<file path="config.mk">
export PLATFORM = sky130hd
export DESIGN_NAME = l64_adder_arbiter
export DESIGN_NICKNAME = d
export VERILOG_FILES = /design/src/rtl/l64_adder_arbiter.sv
export SDC_FILE = /design/constraint.sdc
export NUM_CORES = 1
export LEC_CHECK = 0
export CORE_AREA = 5 5 227 229
export DETAILED_ROUTE_END_ITERATION = 7
export DIE_AREA = 0 0 232 234
export PLACE_DENSITY = 0.7
export SYNTH_ARGS = -nofsm -noshare
export SYNTH_HDL_FRONTEND = slang
export SYNTH_SLANG_ARGS = --single-unit
export TNS_END_PERCENT = 10
</file>
<file path="constraint.sdc">
create_clock -name clk -period 7.66 [get_ports clk]
set_input_delay 1.532 -clock clk [delete_from_list [all_inputs] [get_ports clk]]
set_output_delay 1.532 -clock clk [all_outputs]
set_load 0.02 [all_outputs]
</file>
<file path="src/rtl/l64_adder_arbiter.sv">
// l64_adder_arbiter
//   Round-robin arbiter in front of one shared 64-bit end-around-carry adder.
//   Two pipeline stages: S0 issue register feeding the adder, S1 result register.
//
// Ports
//   clk        : clock, rising edge
//   rst_n      : asynchronous active-low reset
//   req_valid  : [NREQ]      requester i presents an operand pair
//   req_ready  : [NREQ]      requester i's pair accepted this cycle (one-hot or zero)
//   req_a      : [64*NREQ]   operand A, slice [64*i +: 64] per requester
//   req_b      : [64*NREQ]   operand B, same slicing
//   rsp_valid  : result available
//   rsp_ready  : consumer accepts result
//   rsp_sum    : modulo-(2^64-1) sum (all-ones kept as-is)
//   rsp_id     : requester index owning rsp_sum
//   busy       : any pipeline stage valid
//
// Parameters
//   NREQ : number of requesters (2, 4 or 8)
//   IDW  : requester-ID width, must equal log2(NREQ)

// Combinational end-around-carry adder.
module L64_adder (
  input  logic [63:0] i_a,
  input  logic [63:0] i_b,
  output logic [63:0] o_sum
);
  logic [64:0] w_s;

  assign w_s   = {1'b0, i_a} + {1'b0, i_b};
  assign o_sum = w_s[63:0] + {63'd0, w_s[64]};
endmodule

module l64_adder_arbiter #(
  parameter int NREQ = 4,
  parameter int IDW  = 2
) (
  input  logic                 clk,
  input  logic                 rst_n,
  input  logic [NREQ-1:0]      req_valid,
  output logic [NREQ-1:0]      req_ready,
  input  logic [64*NREQ-1:0]   req_a,
  input  logic [64*NREQ-1:0]   req_b,
  output logic                 rsp_valid,
  input  logic                 rsp_ready,
  output logic [63:0]          rsp_sum,
  output logic [IDW-1:0]       rsp_id,
  output logic                 busy
);

  // S0 issue register
  logic            r_v0;
  logic [63:0]     r_a0;
  logic [63:0]     r_b0;
  logic [IDW-1:0]  r_id0;
  // S1 result register
  logic            r_v1;
  logic [63:0]     r_sum1;
  logic [IDW-1:0]  r_id1;
  // round-robin search start
  logic [IDW-1:0]  r_rr;

  logic            w_load1;
  logic            w_load0;
  logic            w_gnt_any;
  logic [IDW-1:0]  w_gnt_id;
  logic [IDW-1:0]  w_idx;
  logic            w_accept;
  logic [63:0]     w_sel_a;
  logic [63:0]     w_sel_b;
  logic [63:0]     w_sum;

  // Stage advance: S1 frees when empty or draining; S0 may load whenever S1 does.
  assign w_load1 = !r_v1 || rsp_ready;
  assign w_load0 = !r_v0 || w_load1;

  // First valid requester found searching upward from r_rr, wrapping at NREQ.
  // NREQ is a power of two, so IDW-bit addition wraps modulo NREQ.
  always_comb begin
    w_gnt_any = 1'b0;
    w_gnt_id  = '0;
    w_idx     = '0;
    for (int unsigned k = 0; k < NREQ; k++) begin
      w_idx = r_rr + IDW'(k);
      if (!w_gnt_any && req_valid[w_idx]) begin
        w_gnt_any = 1'b1;
        w_gnt_id  = w_idx;
      end
    end
  end

  assign w_accept = w_gnt_any && w_load0;

  // Ready is gated by rst_n so that it reads zero throughout reset even though
  // the empty pipeline would otherwise allow a grant.
  always_comb begin
    req_ready = '0;
    if (w_accept && rst_n) begin
      req_ready[w_gnt_id] = 1'b1;
    end
  end

  // {id, 6'd0} is id*64, the base of the requester's operand slice.
  assign w_sel_a = req_a[{w_gnt_id, 6'd0} +: 64];
  assign w_sel_b = req_b[{w_gnt_id, 6'd0} +: 64];

  L64_adder u_adder (
    .i_a   (r_a0),
    .i_b   (r_b0),
    .o_sum (w_sum)
  );

  always_ff @(posedge clk or negedge rst_n) begin
    if (!rst_n) begin
      r_v0   <= 1'b0;
      r_a0   <= '0;
      r_b0   <= '0;
      r_id0  <= '0;
      r_v1   <= 1'b0;
      r_sum1 <= '0;
      r_id1  <= '0;
      r_rr   <= '0;
    end else begin
      if (w_load0) begin
        r_v0 <= w_accept;
        if (w_accept) begin
          r_a0  <= w_sel_a;
          r_b0  <= w_sel_b;
          r_id0 <= w_gnt_id;
        end
      end
      if (w_load1) begin
        r_v1 <= r_v0;
        if (r_v0) begin
          r_sum1 <= w_sum;
          r_id1  <= r_id0;
        end
      end
      if (w_accept) begin
        r_rr <= w_gnt_id + IDW'(1);
      end
    end
  end

  assign rsp_valid = r_v1;
  assign rsp_sum   = r_sum1;
  assign rsp_id    = r_id1;
  assign busy      = r_v0 | r_v1;

endmodule

</file>
==> results.md <==
- Cell accounting for the most synthesized area: sky130_fd_sc_hd__dfrtp_1
- Global-route wire length before repair: 113 mm
- Yosys warnings: 0
- Final standard cell count with taps included and fillers excluded: 3738
- Setup repair bufs after CTS: 0
- Launch point of the worst hold path: rsp_sum[46]
- Num ports: 591
- Setup slack of the worst register-to-register path: 1.67 ns
- Arrival time worst endpoint: 4.49 ns
- Die Ht: 234 um
- Core outline area: 0.0495 mm2
- Ratio of total power to cell area: 403 mW/mm2
- Count of unresolved DRC violations after routing: 0
- Number of max-capacitance violations reported: 0
- Clock Skews: 0.0122 ns
- CTS HTree Levels: 4
- Fraction of final layout cells sized beyond drive strength 1: 3.41%
- Antenna violations before repair: 17
- Max Clock Freq: 166 MHz
- Post-Route WL: 75.6 mm
- Placer's final routability congestion estimate: 0.955
- DRC violation total after the first TritonRoute iteration: 1538
- Synth Flop Type: sky130_fd_sc_hd__dfrtp_1
- Post-synthesis sequential area ratio: 28.8%
- Transition time of the tightest slew-check pin: 0.958 ns
- Critical path cell sequence: clkdlybuf4s50_1 > inv_1 > nand2_1 > a21oi_1 > o22a_4 > inv_8 > ha_1 > and3_1 > clkdlybuf4s50_1
- Area share of the largest cell type after synthesis: 28.8%
- Starting density of the core: 35.1%
- Count of endpoints failing hold in the final timing report: 0
- Start of the worst register-to-register path: r_a0[0]
- Hold Buf Count CTS: 0
- Post-synthesis instance area: 0.0174 mm2
- Worst Hold Path EP: rsp_sum[46]
- Period utilisation layout: 78.7%
- Seq cells post-synth: 200
- Max-slew violation count: 0
- Die Width: 232 um
- Layout overhead on the synthesized area: 39.6%
- Synthesized instance count: 2584
- Worst setup path category: in2out
- Largest net degree at the start of global routing: 194
- Register clock-pin slew on the reported worst setup and hold paths: 0.07 ns
- Status: complete, no violations
- Crit-path max cell delay: 0.69 ns
- Number of distinct library cells after synthesis: 97
- Data required time at the worst endpoint: 6.13 ns
- Maximum resistive drop on vdd: 0.000235 V
- Insertion delay of the later-clocked pin in the worst-skew pair: 0.45 ns
- Number of port buffers: 590
- Post-synth net total: 3174
- Wire length per cell after detailed routing: 20.2 um
- Via total after detailed routing: 20.0k
- Kind of path behind the tightest hold check: reg2reg
- Via density: 5.35
- Filler cell count: 5022
- Overall power after layout: 9.77 mW
- Number of cells traversed by the worst register-to-register path: 21
- Count of instances resized after the clock tree is built: 0
- Nature of the critical path startpoint: input pin
- Overall global routing resource usage: 26.6%
- Kind of capture point of the worst setup path: output pin
- Library cell used as clock root buffer: sky130_fd_sc_hd__clkbuf_16
- Sinks on Clock Net: 200
- Count of flip-flops with a built-in enable after synthesis: 0
- Post-Syn Area per Cell: 6.72 um2
- Unrepaired setup endpoints after global routing: false
- Biggest area contributors in the synthesized netlist: sky130_fd_sc_hd__dfrtp_1, sky130_fd_sc_hd__nand2_1, sky130_fd_sc_hd__o21ai_0
- Number of nets still failing antenna checks after routing: 0
- Leakage: 10.3 nW
- Final net count: 3629
- Hold path depth: 2
- Vias in the first global route: 19.1k
- Drt first pass iters: 6
- Total negative slack for setup checks: 0 ns
- Maximum root-to-sink buffer count: 2
- Placed Instances: 3692
- Final core utilization: 49.0%
- Placement row count: 82
- Slack of the critical path: 1.64 ns
- Share of synthesized registers carrying an async set or reset: 100%
- Final critical delay including setup and external delays: 6.02 ns
- Total overflow reported by the global router: 0
- Final HPWL DP: 62.3 mm
- Critical path's slowest cell: sky130_fd_sc_hd__o22a_4
- Clock tree from TritonCTS: built
- Setup violators final: 0
- DIE AREA: 0.0543 mm2
- Relative slew slack: 36.2%
- Clock buffers created by TritonCTS: 17
- Crit path top cell by count: sky130_fd_sc_hd__clkdlybuf4s50_1
- Worst-path fanout max: 113
- R2R Path End: rsp_sum[58]
- Worst setup slack after placement: 1.66 ns
[through the flow]
stage / cell area [um2] / hold slack (ns)
2_1_floorplan: 17400 / 0.439
3_3_place_gp: 23600 / 0.464
3_5_place_dp: 23600 / 0.470
4_1_cts: 24200 / 0.488
5_1_grt: 24200 / 0.510
6_report: 24300 / 0.482
[critical path: cells and delay by family]
kind | cells | cell delay [ns]
simple gates | 2 | 0.21
compound gates | 2 | 0.87
buf+inv | 4 | 1.50
fa+ha+maj | 1 | 0.31
[worst max-delay path by stage]
stage	from	endpoint	slack, ns	depth (start not counted)
detailed placement	req_valid[1]	req_ready[1]	1.66	9
global route	r_b0[0]	rsp_sum[48]	1.39	22
finish	req_valid[1]	req_ready[1]	1.64	9
global placement	req_valid[1]	req_ready[1]	1.64	9
CTS	req_valid[1]	req_ready[1]	1.66	9
floorplan	req_valid[0]	req_ready[2]	2.77	10
[state kept, by name, summed over array words and instances, names as in the netlist]
register	count
r_a0	64
r_b0	64
rsp_sum	64
r_id0	2
r_rr	2
rsp_id	2
r_v0	1
rsp_valid	1
[synth_stat cells (all sizes together) (15+ instances only)]
cell type,count
a21o,28
and2,22
buf,28
and3,19
o21ai,371
nand4,41
dfrtp,200
nor3,32
clkbuf,135
nor4,16
ha,70
inv,21
nand2,937
xor2,43
xnor2,43
a31oi,17
a211oi,18
nor2,90
nand3,156
o211ai,15
a21oi,99
or3,19
[report_power, final]
group	total (mW)	internal [mW]	switching (mW)
clock network	0.955	0.502	0.453
registers	1.82	1.51	0.304
logic	7.00	2.53	4.47
[layer usage]
metal  global-route usage (%)  vias up  routed length, um
li1                         -     9831                  -
met2                     41.8      746              34900
met4                     8.83        4               1930
met5                        0        -                 21
met1                     36.3     9340              33000
met3                     6.02       87               5800
[kinds of logic (layout without fill, tap and decap cells)]
group	Yosys count	after routing	synth area share [%]
buffers and inverters	186	654	4.28
other	0	14	0
AO/OA/AOI/OAI	629	629	21.1
multiplexers	12	12	0.734
flip-flops	200	200	28.8
AND/OR/NAND/NOR	1400	1400	35.6
adder cells (fa/ha/maj)	71	71	5.16
XOR/XNOR	86	86	4.38
[layout make-up]
type	count	area, um2	area share (%)
well taps	672	841	3.47
clock inverters	13	161	0.665
inverters	22	90.1	0.371
multi-input cells	2198	11700	48.1
diodes	14	35.0	0.144
flip-flops and latches	200	5000	20.6
repair buffers	600	6020	24.8
clock buffers	19	443	1.83
[placed cells by master (no fill, tap or decap), drive strengths merged, types with 15 or more instances in the layout]
| master | n |
|---|---|
| inv | 27 |
| nor2 | 90 |
| nand4 | 41 |
| xnor2 | 43 |
| xor2 | 43 |
| or3 | 19 |
| o211ai | 15 |
| a21oi | 99 |
| dfrtp | 200 |
| a21o | 28 |
| nor3 | 32 |
| and2 | 22 |
| nor4 | 16 |
| a211oi | 18 |
| ha | 70 |
| clkbuf | 19 |
| nand3 | 156 |
| o21ai | 371 |
| a31oi | 17 |
| clkdlybuf4s50 | 589 |
| and3 | 19 |
| nand2 | 937 |
(Power assumes the default switching activity.)
